[config.mk]
export PLATFORM = sky130hd
export DESIGN_NAME = pwm_capture_flat
export DESIGN_NICKNAME = d
export VERILOG_FILES = /design/src/rtl/pwm_pkg.sv /design/src/rtl/pwm_capture_if.sv /design/src/rtl/pwm_seq_div.sv /design/src/rtl/pwm_capture.sv /design/src/flat_wrapper.sv
export SDC_FILE = /design/constraint.sdc
export NUM_CORES = 1
export LEC_CHECK = 0
export BUFFER_PORTS_ARGS = -buffer_cell sky130_fd_sc_hd__buf_4
export CAP_MARGIN = 10
export CORE_MARGIN = 2
export CORE_UTILIZATION = 53
export CTS_BUF_LIST = sky130_fd_sc_hd__clkbuf_16
export DETAILED_ROUTE_END_ITERATION = 8
export PLACE_DENSITY = 0.85
export SLEW_MARGIN = 0
export SYNTH_ARGS = -nofsm -noshare
export SYNTH_HDL_FRONTEND = slang
export SYNTH_SLANG_ARGS = --single-unit
[constraint.sdc]
create_clock -name clock -period 1.9 [get_ports clock]
set_input_delay 0.19 -clock clock [delete_from_list [all_inputs] [get_ports clock]]
set_output_delay 0.19 -clock clock [all_outputs]
set_load 0.01 [all_outputs]
[src/rtl/pwm_pkg.sv]
// Shared PWM definitions: FSM state encodings and the 8-bit duty scale.
// Shared by the capture block (pwm_capture) and the PWM generator.
package pwm_pkg;

   localparam int unsigned DUTY_W = 8;
   localparam logic [DUTY_W-1:0] DUTY_FULL = 8'd255;

   typedef enum logic [1:0] {
      IDLE      = 2'd0,
      WAIT_RISE = 2'd1,
      MEASURE   = 2'd2
   } pwm_state_e;

endpackage

[src/rtl/pwm_capture_if.sv]
// Bus between the PWM capture block and user logic / the pin side.
interface pwm_capture_if
   import pwm_pkg::*;
#(
   parameter int unsigned CNT_W = 24
);
   logic              enable;
   logic              pwm_in;
   logic [CNT_W-1:0]  high_count;
   logic [CNT_W-1:0]  period_count;
   logic              valid;
   logic              stuck_high;
   logic              stuck_low;
   logic [DUTY_W-1:0] duty;
   logic              duty_valid;

   modport master (
      output enable, pwm_in,
      input  high_count, period_count, valid, stuck_high, stuck_low, duty, duty_valid
   );

   modport slave (
      input  enable, pwm_in,
      output high_count, period_count, valid, stuck_high, stuck_low, duty, duty_valid
   );
endinterface

[src/rtl/pwm_seq_div.sv]
// Restoring sequential divider, one quotient bit per cycle.
// done pulses W+1 cycles after start, with quotient updated in the same cycle.
// A start while busy abandons the running divide and reloads the operands.
module pwm_seq_div #(
   parameter int unsigned W   = 32,
   parameter int unsigned Q_W = 8
) (
   input  logic           clock,
   input  logic           reset_n,
   input  logic           start,
   input  logic [W-1:0]   dividend,
   input  logic [W-1:0]   divisor,
   output logic [Q_W-1:0] quotient,
   output logic           done
);
   localparam int unsigned CW = $clog2(W + 1);

   logic           busy_q, busy_d;
   logic [CW-1:0]  cnt_q, cnt_d;
   logic [W-1:0]   rem_q, rem_d;
   logic [W-1:0]   dq_q, dq_d;
   logic [W-1:0]   dvs_q, dvs_d;
   logic [Q_W-1:0] quo_q, quo_d;
   logic           done_q, done_d;

   logic [W:0]     rem_sh_c;
   logic [W:0]     diff_c;
   logic           q_bit_c;
   logic [W-1:0]   dq_nx_c;

   // One restoring step: shift in the next dividend bit, trial-subtract the divisor
   always_comb begin
      rem_sh_c = {rem_q, dq_q[W-1]};
      diff_c   = rem_sh_c - {1'b0, dvs_q};
      q_bit_c  = ~diff_c[W];
      dq_nx_c  = {dq_q[W-2:0], q_bit_c};
   end

   // Load on start, iterate while busy, publish quotient on the last step
   always_comb begin
      busy_d = busy_q;
      cnt_d  = cnt_q;
      rem_d  = rem_q;
      dq_d   = dq_q;
      dvs_d  = dvs_q;
      quo_d  = quo_q;
      done_d = 1'b0;
      if (start) begin
         busy_d = 1'b1;
         cnt_d  = CW'(W);
         rem_d  = '0;
         dq_d   = dividend;
         dvs_d  = divisor;
      end else if (busy_q) begin
         rem_d = q_bit_c ? diff_c[W-1:0] : rem_sh_c[W-1:0];
         dq_d  = dq_nx_c;
         cnt_d = cnt_q - CW'(1);
         if (cnt_q == CW'(1)) begin
            busy_d = 1'b0;
            done_d = 1'b1;
            quo_d  = dq_nx_c[Q_W-1:0];
         end
      end
   end

   // Divider state registers
   always_ff @(posedge clock or negedge reset_n) begin
      if (!reset_n) begin
         busy_q <= 1'b0;
         cnt_q  <= '0;
         rem_q  <= '0;
         dq_q   <= '0;
         dvs_q  <= '0;
         quo_q  <= '0;
         done_q <= 1'b0;
      end else begin
         busy_q <= busy_d;
         cnt_q  <= cnt_d;
         rem_q  <= rem_d;
         dq_q   <= dq_d;
         dvs_q  <= dvs_d;
         quo_q  <= quo_d;
         done_q <= done_d;
      end
   end

   assign quotient = quo_q;
   assign done     = done_q;
endmodule

[src/rtl/pwm_capture.sv]
// PWM receiver: measures high time and period of an asynchronous PWM input.
// Optional duty-cycle divider enabled by defining PWM_CAPTURE_DUTY_EN;
// without it duty and duty_valid are tied to 0.
module pwm_capture
   import pwm_pkg::*;
#(
   parameter int unsigned CNT_W       = 24,
   parameter int unsigned SYNC_STAGES = 2
) (
   input  logic          clock,
   input  logic          reset_n,
   pwm_capture_if.slave  bus
);
   localparam logic [CNT_W-1:0] MAX = '1;

   pwm_state_e             state_q, state_d;
   logic [SYNC_STAGES-1:0] sync_q;
   logic                   s_dly_q;
   logic [CNT_W-1:0]       cnt_p_q, cnt_p_d;
   logic [CNT_W-1:0]       cnt_h_q, cnt_h_d;
   logic [CNT_W-1:0]       high_q, high_d;
   logic [CNT_W-1:0]       period_q, period_d;
   logic                   valid_q, valid_d;
   logic                   stuck_high_q, stuck_high_d;
   logic                   stuck_low_q, stuck_low_d;
   logic                   s_c;
   logic                   rise_c;

   assign s_c    = sync_q[SYNC_STAGES-1];
   assign rise_c = s_c & ~s_dly_q;

   // Synchronizer chain plus one delay flop for edge detection
   always_ff @(posedge clock or negedge reset_n) begin
      if (!reset_n) begin
         sync_q  <= '0;
         s_dly_q <= 1'b0;
      end else begin
         sync_q  <= {sync_q[SYNC_STAGES-2:0], bus.pwm_in};
         s_dly_q <= s_c;
      end
   end

   // Next-state, counters and result latching; a rise beats the timeout
   always_comb begin
      state_d      = state_q;
      cnt_p_d      = cnt_p_q;
      cnt_h_d      = cnt_h_q;
      high_d       = high_q;
      period_d     = period_q;
      valid_d      = 1'b0;
      stuck_high_d = stuck_high_q;
      stuck_low_d  = stuck_low_q;
      if (!bus.enable) begin
         state_d = IDLE;
         cnt_p_d = '0;
         cnt_h_d = '0;
      end else begin
         unique case (state_q)
            IDLE: begin
               cnt_p_d = '0;
               cnt_h_d = '0;
               state_d = WAIT_RISE;
            end
            WAIT_RISE: begin
               if (rise_c) begin
                  state_d = MEASURE;
                  cnt_p_d = CNT_W'(1);
                  cnt_h_d = CNT_W'(1);
               end
            end
            MEASURE: begin
               if (rise_c) begin
                  high_d       = cnt_h_q;
                  period_d     = cnt_p_q;
                  valid_d      = 1'b1;
                  stuck_high_d = 1'b0;
                  stuck_low_d  = 1'b0;
                  cnt_p_d      = CNT_W'(1);
                  cnt_h_d      = CNT_W'(1);
               end else if (cnt_p_q == MAX) begin
                  period_d     = MAX;
                  high_d       = s_c ? MAX : '0;
                  stuck_high_d = s_c;
                  stuck_low_d  = ~s_c;
                  valid_d      = 1'b1;
                  cnt_p_d      = '0;
                  cnt_h_d      = '0;
                  state_d      = WAIT_RISE;
               end else begin
                  cnt_p_d = cnt_p_q + CNT_W'(1);
                  if (s_c && (cnt_h_q != MAX)) begin
                     cnt_h_d = cnt_h_q + CNT_W'(1);
                  end
               end
            end
            default: state_d = IDLE;
         endcase
      end
   end

   // FSM, counter and output registers
   always_ff @(posedge clock or negedge reset_n) begin
      if (!reset_n) begin
         state_q      <= IDLE;
         cnt_p_q      <= '0;
         cnt_h_q      <= '0;
         high_q       <= '0;
         period_q     <= '0;
         valid_q      <= 1'b0;
         stuck_high_q <= 1'b0;
         stuck_low_q  <= 1'b0;
      end else begin
         state_q      <= state_d;
         cnt_p_q      <= cnt_p_d;
         cnt_h_q      <= cnt_h_d;
         high_q       <= high_d;
         period_q     <= period_d;
         valid_q      <= valid_d;
         stuck_high_q <= stuck_high_d;
         stuck_low_q  <= stuck_low_d;
      end
   end

   assign bus.high_count   = high_q;
   assign bus.period_count = period_q;
   assign bus.valid        = valid_q;
   assign bus.stuck_high   = stuck_high_q;
   assign bus.stuck_low    = stuck_low_q;

`ifdef PWM_CAPTURE_DUTY_EN
   localparam int unsigned DIV_W = CNT_W + DUTY_W;

   logic [DIV_W-1:0] dividend_c;
   logic [DIV_W-1:0] divisor_c;

   // duty = floor(high*255/period); each valid (re)starts the divide
   assign dividend_c = DIV_W'(high_q) * DIV_W'(DUTY_FULL);
   assign divisor_c  = DIV_W'(period_q);

   pwm_seq_div #(
      .W   (DIV_W),
      .Q_W (DUTY_W)
   ) u_div (
      .clock    (clock),
      .reset_n  (reset_n),
      .start    (valid_q),
      .dividend (dividend_c),
      .divisor  (divisor_c),
      .quotient (bus.duty),
      .done     (bus.duty_valid)
   );
`else
   assign bus.duty       = '0;
   assign bus.duty_valid = 1'b0;
`endif

endmodule

[src/flat_wrapper.sv]
// flat-port wrapper written by rule: the top's interface ports become plain ports
module pwm_capture_flat import pwm_pkg::*;
#(
   parameter int unsigned CNT_W       = 24,
   parameter int unsigned SYNC_STAGES = 2
)
  (clock, reset_n, bus_enable, bus_pwm_in, bus_high_count, bus_period_count, bus_valid, bus_stuck_high, bus_stuck_low, bus_duty, bus_duty_valid);
  pwm_capture_if #(.CNT_W(CNT_W)) bus_i ();
  input  logic clock;
  input  logic reset_n;
  input wire logic [$bits(bus_i.enable)-1:0] bus_enable;
  input wire logic [$bits(bus_i.pwm_in)-1:0] bus_pwm_in;
  output wire logic [$bits(bus_i.high_count)-1:0] bus_high_count;
  output wire logic [$bits(bus_i.period_count)-1:0] bus_period_count;
  output wire logic [$bits(bus_i.valid)-1:0] bus_valid;
  output wire logic [$bits(bus_i.stuck_high)-1:0] bus_stuck_high;
  output wire logic [$bits(bus_i.stuck_low)-1:0] bus_stuck_low;
  output wire logic [$bits(bus_i.duty)-1:0] bus_duty;
  output wire logic [$bits(bus_i.duty_valid)-1:0] bus_duty_valid;
  assign bus_i.enable = bus_enable;
  assign bus_i.pwm_in = bus_pwm_in;
  assign bus_high_count = bus_i.high_count;
  assign bus_period_count = bus_i.period_count;
  assign bus_valid = bus_i.valid;
  assign bus_stuck_high = bus_i.stuck_high;
  assign bus_stuck_low = bus_i.stuck_low;
  assign bus_duty = bus_i.duty;
  assign bus_duty_valid = bus_i.duty_valid;
  pwm_capture #(.CNT_W(CNT_W), .SYNC_STAGES(SYNC_STAGES)) u_core (.clock(clock), .reset_n(reset_n), .bus(bus_i));
endmodule
==> out/qor.csv, run 1 <==
metric;value;unit
status;finished with violations;
violations;design-rule violations, negative setup slack;
clock_tree.buffer_depth;2;
netlist_area;5260;µm²
syn_inst;525;
tns;-7110;ps
layout_common_cells;147 x buf_4, 104 x dfrtp_1, 37 x inv_1;
dp_hpwl;8890;µm
antenna_found_initial;0;
die_area;10700;µm²
worst-r2r-cell-count;5;
fin_skew;9.66;ps
core-area;9680;µm²
antenna_cells;0;
setup.worst_path.start;u_core.cnt_h_q[6]$_DFFE_PN0P_;
drive_gt1_frac;0.354;
grt_busiest_layer;met2;
combPwrFrac;0.244;
grt_pass1_vias;5077;
syn_to_final_growth;40.7;%
nets;688;
layout.cells.non_filler;816;
cap_violations;0;
ys_async_sr_fraction;1.00;
seq_power_share;0.421;
post-route-util;0.763;
cp.required;2170;ps
start_util;0.543;
swShare;0.286;
placedCellCount;762;
final_antenna_net_count;0;
cts_tree;built;
cts_buffers;9;
holdWs;275;ps
p_total;6.35;mW
switchingPower;1.81;mW
period_minus_slack;2200;ps
intPower;4.54;mW
power.leakage;3.34;nW
drc;13;
setup.worst_path.class;reg -> reg;
cp_max_fo;8;
rsz0062_at_grt;yes;
clk_pin_slew;70;ps
clock-sinks;104;
p_clk_frac;0.335;
die_height;104;µm
r2r_start;u_core.cnt_h_q[6]$_DFFE_PN0P_;
grt_util_met1;0.382;
report.final.slew_viol_count;0;
clock_latency;360;ps
synth_edf_count;0;
grt_max_degree;105;
cts_root_buf;clkbuf_16;
htree_num_levels;3;
startpoint_type;flip-flop;
critPathArrivalTime;2470;ps
yosysSeqAreaShare;0.495;
post-place-ws;-150;ps
setup_slack;-300;ps
vdd_drop_max;0.691;mV
hold_path.class;in -> reg;
finalCritPeriodShare;1.16;
setup_viol;49;
synth-seq-cells;104;
relSlewSlack;0.562;
timing_hold_violations_final;0;
io_pins;64;
grt_use_total;0.290;
grt_first_pass_wirelength;25100;µm
synth_cell_types;46;
num_rows;36;
drt_iter0_drc;933;
drt_wl_total;18500;µm
port_buffers;54;
grt_overflow;0;
wl_per_cell;22.7;µm
syn_avg_cell_area;10.0;µm²
gr-usage-met2;0.455;
timing.rr.end;u_core.cnt_h_q[12]$_DFFE_PN0P_;
routabilityCongestion;0.878;
place_area;6350;µm²
drt_first_pass_iters;9;
vias;5468;
worst_pin_slew;651;ps
met3_usage;0.0579;
min_from;bus_enable;
min_path_cells;3;
min_to;u_core.state_q[0]$_DFFE_PN0P_;
ff2ff_setup_slack;-300;ps
viasPerCell;6.70;
yosysWarnings;0;
final_common_cell;buf_4;
power.density;859;nW/µm²
die_x;104;µm
synth-main-ff-cell;dfrtp_1;
clock.fmax;0.455;GHz
final_area;7390;µm²
worstSetupEndpointType;flip-flop;
power groups by stage:
stage | Clock, mW | Combinational, mW | Sequential, mW
finish | 2.13 | 1.55 | 2.67
global route | 2.21 | 1.64 | 2.70
CTS | 2.11 | 1.34 | 2.66
detailed placement | 0 | 1.28 | 2.69
global placement | 0 | 1.23 | 2.69
floorplan | 0 | 0.494 | 2.81
logic make-up (layout without fill, tap and decap cells):
group / Yosys count / in the layout / share of synthesized area
AOI/OAI and AO/OA: 142 / 142 / 0.187
xor gates and xnor gates: 13 / 13 / 0.0217
adders and majority gates: 6 / 6 / 0.0143
buffers and inverters: 80 / 230 / 0.0676
DFF: 104 / 104 / 0.495
muxes: 31 / 31 / 0.0590
other: 1 / 9 / 0.000714
and+or+nand+nor: 148 / 148 / 0.155
cells in the mapped netlist, drive strengths merged (2+ instances only):
cell / n / area [µm²]
o21ai: 34 / 170
o2111ai: 9 / 78.8
or3: 3 / 18.8
a21o: 3 / 22.5
mux2i: 31 / 310
clkbuf: 19 / 71.3
nor2: 31 / 116
nand3: 21 / 105
a41oi: 4 / 35.0
a31oi: 33 / 206
o22a: 24 / 211
nand2b: 9 / 56.3
o221ai: 3 / 26.3
dfrtp: 104 / 2600
a2111oi: 2 / 17.5
buf: 22 / 138
inv: 38 / 143
nand4: 10 / 77.6
and4: 7 / 61.3
nor4: 5 / 61.3
nand3b: 3 / 22.5
nor3: 8 / 40.0
o211ai: 8 / 60.1
nand2: 28 / 108
and2: 9 / 56.3
ha: 6 / 75.1
a22o: 2 / 17.5
and3: 12 / 76.3
a21oi: 15 / 86.3
xor2: 13 / 114
registers in the layout, indices dropped and copies added, names as in the netlist:
| signal | flops |
|---|---|
| u_core.bus.high_count | 24 |
| u_core.bus.stuck_low | 1 |
| u_core.bus.stuck_high | 1 |
| u_core.s_dly_q | 1 |
| u_core.bus.period_count | 24 |
| u_core.state_q | 2 |
| u_core.cnt_h_q | 24 |
| u_core.sync_q | 2 |
| u_core.bus.valid | 1 |
| u_core.cnt_p_q | 24 |
worst max-delay path: stages, from the launching register on:
cell     delay (ps)
dfrtp_1         520
nand3_1         320
nor3_1          500
nand4_1         190
o41a_1          400
a31oi_2         180
timing repair:
item | in CTS | in global routing
endpoints found under the hold margin | 105 | 0
hold buffers | 2 | 0
pin swaps | 8 | 24
setup buffers | 13 | 18
cloned | 1 | 5
resized for setup | 25 | 47
endpoints found under the setup margin | 83 | 98
cell type report:
cell class,count,area (µm²)
multi-input cells,349,2630
flip-flops and latches,104,2600
fillers,533,2290
repair buffers,175,1510
clock buffers,9,225
well taps,133,166
inverters,39,146
clock inverters,7,111
metal layers:
layer / share of wire / routed length (µm)
met4: 0.075 / 1390
met3: 0.11 / 2130
met1: 0.36 / 6740
met2: 0.45 / 8250
met5: 0 / 0
worst max-delay path by stage:
stage / end / slack [ps] / cells past startpoint
after floorplan: u_core.cnt_h_q[12]$_DFFE_PN0P_ / -20 / 9
after global placement: u_core.cnt_h_q[11]$_DFFE_PN0P_ / -80 / 8
after detailed placement: u_core.cnt_h_q[9]$_DFFE_PN0P_ / -150 / 8
after CTS: u_core.cnt_h_q[3]$_DFFE_PN0P_ / -30 / 9
after global routing: u_core.cnt_h_q[14]$_DFFE_PN0P_ / -280 / 9
final: u_core.cnt_h_q[12]$_DFFE_PN0P_ / -300 / 5
Note: power is estimated with default switching activity, not from simulation.
==> run 2, diff against run 1 <==
- CORE_UTILIZATION: 53 -> 25
- PLACE_DENSITY: 0.85 -> 0.5
- SYNTH_HIERARCHICAL: default -> 1
==> out/qor.csv, run 2 <==
metric;value;unit
status;finished with violations;
violations;negative setup slack;
swShare;0.315;
vias;4419;
netlist_area;5000;µm²
finalCritPeriodShare;1.03;
layout_common_cells;140 x buf_4, 104 x dfrtp_1, 47 x o21ai_0;
drc;0;
die_area;21200;µm²
wl_per_cell;15.7;µm
setup.worst_path.class;reg -> reg;
synth.top_cell.area_share;0.520;
synth_area_leaders;dfrtp_1 52%, o21ai_0 7.6%, o22a_1 4.2%, nand2_1 3.6%, nor2_1 3.5%;
place_area;6180;µm²
worst_pin_slew;539;ps
routabilityCongestion;0.777;
cts_tree;built;
synth_cell_types;46;
post-route-util;0.372;
num_rows;51;
final_common_cell;buf_4;
syn_avg_cell_area;9.83;µm²
viasPerCell;4.80;
io_pins;64;
cp.required;2140;ps
drt_iter0_drc;280;
grt_first_pass_wirelength;22000;µm
die_x;145;µm
hold_path.class;in -> reg;
path_delay_family;buffers and inverters;
synth_edf_count;0;
cts_buffers;9;
clock_tree.buffer_depth;2;
clock_latency;360;ps
r2r_start;u_core/cnt_h_q[1]$_DFFE_PN0P_;
combPwrFrac;0.350;
critPathArrivalTime;2200;ps
clock-sinks;104;
yosysWarnings;6;
cp_num_buf_inv;3;
yosysSeqAreaShare;0.520;
fin_skew;7.88;ps
ys_async_sr_fraction;1.00;
dp_hpwl;8710;µm
relSlewSlack;0.640;
fillers;1989;
period_minus_slack;1960;ps
syn_to_final_growth;45.3;%
timing_hold_violations_final;0;
setup.worst_path.start;u_core/cnt_h_q[1]$_DFFE_PN0P_;
intPower;5.22;mW
final_antenna_net_count;0;
grt_overflow;0;
cap_violations;0;
clk_pin_slew;70;ps
antenna_cells;0;
antenna_found_initial;0;
final_area;7270;µm²
grt_use_total;0.127;
power.density;1050;nW/µm²
worstSetupEndpointType;flip-flop;
rsz0062_at_grt;yes;
p_clk_frac;0.259;
grt_pass1_vias;4450;
cpPeakStageDelay;370;ps
synth-main-ff-cell;dfrtp_1;
tns;-440;ps
setup_slack;-55.4;ps
synth-seq-cells;104;
vdd_drop_max;0.649;mV
htree_num_levels;3;
synth_most_common_cell;dfrtp_1;
cp_max_fo;6;
switchingPower;2.40;mW
start_util;0.256;
clock.fmax;0.511;GHz
syn_inst;509;
synth_area_leader_cell;dfrtp_1;
slowest_stage;dfrtp_1;
startpoint_type;flip-flop;
drt_wl_total;14400;µm
power.leakage;3.32;nW
report.final.slew_viol_count;0;
die_height;145;µm
p_total;7.63;mW
drt_first_pass_iters;4;
port_buffers;54;
cp_cell_sequence;ha_2 -> and3_4 -> nand4_4 -> o41ai_4 -> buf_4 -> nor3_4 -> buf_6 -> buf_16 -> a21oi_1 -> nor2_1;
nets;662;
drive_gt1_frac;0.401;
yosys-top-cells-count;104 x dfrtp_1, 76 x o21ai_0, 48 x nand2_1, 47 x nor2_1, 24 x o22a_1;
min_from;bus_enable;
setup_viol;20;
holdWs;197;ps
seq_power_share;0.391;
cts_root_buf;clkbuf_16;
grt_max_degree;46;
core-area;19500;µm²
run 2: changes by cell type in the layout (fill, tap and decap cells not counted), sizes merged, moves of 8 or more:
cell	previous run	this run
mux2i	31	0
xnor2	0	8
o2111ai	9	0
o21ai	34	89
nand4	10	18
nand2	28	48
o211ai	8	0
nor2	31	47
a31oi	33	8
buf	170	159
nand2b	9	1
inv	39	7
run 2: area by class of cell:
cell class / instances / area, µm² / share of cell area
clock buffer: 9 / 225 / 0.0310
multi-input combinational: 365 / 2550 / 0.350
inverter: 7 / 28.8 / 0.00396
timing repair buffer: 165 / 1450 / 0.199
clock inverter: 6 / 85.1 / 0.0117
sequential: 104 / 2600 / 0.358
tap: 265 / 332 / 0.0456
run 2: stage by stage:
step | std cells | setup slack (ps)
3_5_place_dp | 868 | -170
2_1_floorplan | 517 | -0.508
3_3_place_gp | 868 | -89.8
6_report | 921 | -55.4
4_1_cts | 907 | -63.4
5_1_grt | 921 | -144
run 2: cells by family (layout without fill, tap and decap cells):
group,count (synthesis),in the layout,share of synthesized area
other,1,9,0.000750
adders and majority gates,6,6,0.0150
buffers and inverters,51,187,0.0565
AOI/OAI and AO/OA,155,158,0.190
DFF,104,104,0.520
xor gates and xnor gates,17,17,0.0298
and+or+nand+nor,174,174,0.185
muxes,1,1,0.00225
run 2: repair_timing:
action,CTS,global route
gates cloned,4,9
hold buffers,2,0
setup endpoints to repair,72,95
buffers inserted,18,7
resized for setup,24,98
endpoints found under the hold margin,37,0
pin swaps,13,35
run 2: power by group through the flow:
stage | registers [mW] | clock network, mW | logic (mW)
global placement | 2.99 | 0 | 2.21
global route | 3.05 | 2.14 | 2.90
finish | 2.98 | 1.98 | 2.67
CTS | 2.96 | 2.05 | 2.48
detailed placement | 3.00 | 0 | 2.26
floorplan | 3.18 | 0 | 0.946
run 2: worst reg2reg max path, delay by kind of cell, from the launching register on:
family	cells	cell delay, ps
AND/OR/NAND/NOR	4	430
adder cells (fa/ha/maj)	1	190
flip-flops	1	370
AO/OA/AOI/OAI	2	410
buffers and inverters	3	450
run 2: per-layer routing:
layer	part of all wire	routed length, µm	vias up	GRT usage
li1	-	-	2099	-
met1	0.43	6250	2209	0.157
met2	0.50	7290	95	0.214
met3	0.051	738	16	0.0373
met4	0.012	170	0	0.0426
met5	0	0	-	0
run 2: final timing paths:
path                                                           to  slack [ps]  cells after the start
setup / recovery                    u_core/cnt_h_q[4]$_DFFE_PN0P_         -60                     10
hold / removal                      u_core/state_q[1]$_DFFE_PN0P_         200                      3
setup reg to reg                    u_core/cnt_h_q[4]$_DFFE_PN0P_         -60                     10
hold reg to reg                        u_core/sync_q[1]$_DFF_PN0_         340                      0
max in group asynchronous  u_core/bus.period_count[7]$_DFFE_PN0P_         970                      3
min in group asynchronous          u_core/cnt_h_q[18]$_DFFE_PN0P_         360                      2
==> run 3, diff against run 2 <==
- clock period: 1.9 -> 1.6 ns (I/O delays scaled with it)
==> out/qor.csv, run 3 (same netlist as run 2, synthesis figures left out) <==
metric;value;unit
post-route-util;0.408;
cts_tree;built;
relSlewSlack;0.606;
layout.cells.non_filler;966;
dp_hpwl;8690;µm
gr-usage-met2;0.253;
timing.rr.end;u_core/cnt_h_q[9]$_DFFE_PN0P_;
report.final.slew_viol_count;0;
startpoint_type;flip-flop;
drt_iter0_drc;220;
worst-r2r-cell-count;9;
final_common_cell;buf_4;
cts_buffers;9;
drt_first_pass_iters;4;
hold_path.class;in -> async;
grt_overflow;0;
layout_common_cells;162 x buf_4, 103 x dfrtp_1, 45 x nor2_1;
wl_per_cell;16.2;µm
holdWs;131;ps
drt_wl_total;15700;µm
grt_util_met1;0.184;
tns;-22240;ps
power.density;1160;nW/µm²
fin_skew;8.88;ps
clock-sinks;104;
vdd_drop_max;0.643;mV
drive_gt1_frac;0.508;
grt_pass1_vias;4736;
io_pins;64;
clock_tree.buffer_depth;2;
die_height;145;µm
drc;0;
power.leakage;3.68;nW
antenna_cells;0;
grt_busiest_layer;met2;
critPathArrivalTime;2250;ps
viasPerCell;4.77;
routabilityCongestion;0.749;
die_area;21200;µm²
cp_max_fo;7;
num_rows;51;
period_minus_slack;1970;ps
r2r_start;u_core/cnt_h_q[1]$_DFFE_PN0P_;
clk_pin_slew;70;ps
cts_root_buf;clkbuf_16;
met3_usage;0.0313;
htree_num_levels;3;
worstSetupEndpointType;flip-flop;
status;finished with violations;
timing_hold_violations_final;0;
grt_first_pass_wirelength;24800;µm
final_area;7980;µm²
core-area;19500;µm²
setup_viol;101;
grt_use_total;0.147;
worst_pin_slew;591;ps
placedCellCount;894;
clock.fmax;0.509;GHz
violations;negative setup slack;
setup.worst_path.class;reg -> reg;
finalCritPeriodShare;1.23;
start_util;0.256;
cap_violations;0;
rsz0062_at_grt;yes;
grt_max_degree;103;
vias;4604;
cp.required;1880;ps
place_area;6400;µm²
port_buffers;54;
ff2ff_setup_slack;-370;ps
setup_slack;-366;ps
antenna_found_initial;0;
syn_to_final_growth;59.5;%
die_x;145;µm
clock_latency;360;ps
nets;707;
final_antenna_net_count;0;
-- run 3: cell types whose count changed in the layout (fill, tap and decap cells not counted), sizes merged --
cell	delta
clkbuf	-2
bufinv	-2
buf	+43
clkinvlp	-1
clkinv	+6
a41o	+1
-- run 3: repair_timing --
action	CTS	global route
pin swaps	68	43
hold endpoints to repair	105	0
hold buffers	2	0
cloned	17	2
resized for setup	123	68
setup buffers	34	10
setup endpoints to repair	101	101
-- run 3: stage by stage --
stage               worst slack, ps  power, mW
floorplan                      -300       5.00
global placement               -370       6.22
finish                         -366       9.24
global route                   -456       9.77
detailed placement             -443       6.26
CTS                            -346       9.11
-- run 3: per-layer routing --
| layer | routed length [µm] | share of wire |
|---|---|---|
| met3 | 684 | 0.044 |
| met5 | 0 | 0 |
| met2 | 8020 | 0.51 |
| met1 | 6760 | 0.43 |
| met4 | 201 | 0.013 |
-- run 3: worst max-delay path by stage --
stage                             startpoint                              to  slack, ps  cells past startpoint
2_1_floorplan  u_core/state_q[0]$_DFFE_PN0P_  u_core/cnt_h_q[21]$_DFFE_PN0P_       -300                     11
3_3_place_gp   u_core/state_q[1]$_DFFE_PN0P_  u_core/cnt_p_q[10]$_DFFE_PN0P_       -370                      8
3_5_place_dp   u_core/state_q[1]$_DFFE_PN0P_   u_core/cnt_h_q[6]$_DFFE_PN0P_       -440                      8
4_1_cts        u_core/cnt_h_q[1]$_DFFE_PN0P_  u_core/cnt_h_q[23]$_DFFE_PN0P_       -350                      9
5_1_grt        u_core/cnt_h_q[0]$_DFFE_PN0P_  u_core/cnt_h_q[23]$_DFFE_PN0P_       -460                      9
6_report       u_core/cnt_h_q[1]$_DFFE_PN0P_   u_core/cnt_h_q[9]$_DFFE_PN0P_       -370                      9
-- run 3: power breakdown --
part | switching, mW | leakage [nW] | internal, mW | total [mW]
logic | 1.65 | 2.15 | 1.95 | 3.60
registers | 0.412 | 1.40 | 3.19 | 3.60
clock network | 0.995 | 0.133 | 1.04 | 2.04
-- run 3: cell type report --
class	count	area (µm²)
Inverter	7	41.3
Multi-Input combinational cell	366	2800
Clock buffer	9	225
Fill cell	1947	11500
Timing Repair inverter	3	48.8
Sequential cell	104	2600
Timing Repair Buffer	206	1890
Tap cell	265	332
Clock inverter	6	36.3
-- run 3: worst max-delay path, cell delays in order, from the launching register on --
cell     delay (ps)
dfrtp_1         360
ha_2            190
and3_4          200
nand4_4         120
o41ai_4         270
buf_4           180
buf_6           100
a41o_4          270
o21ai_0         100
o21ai_1          90
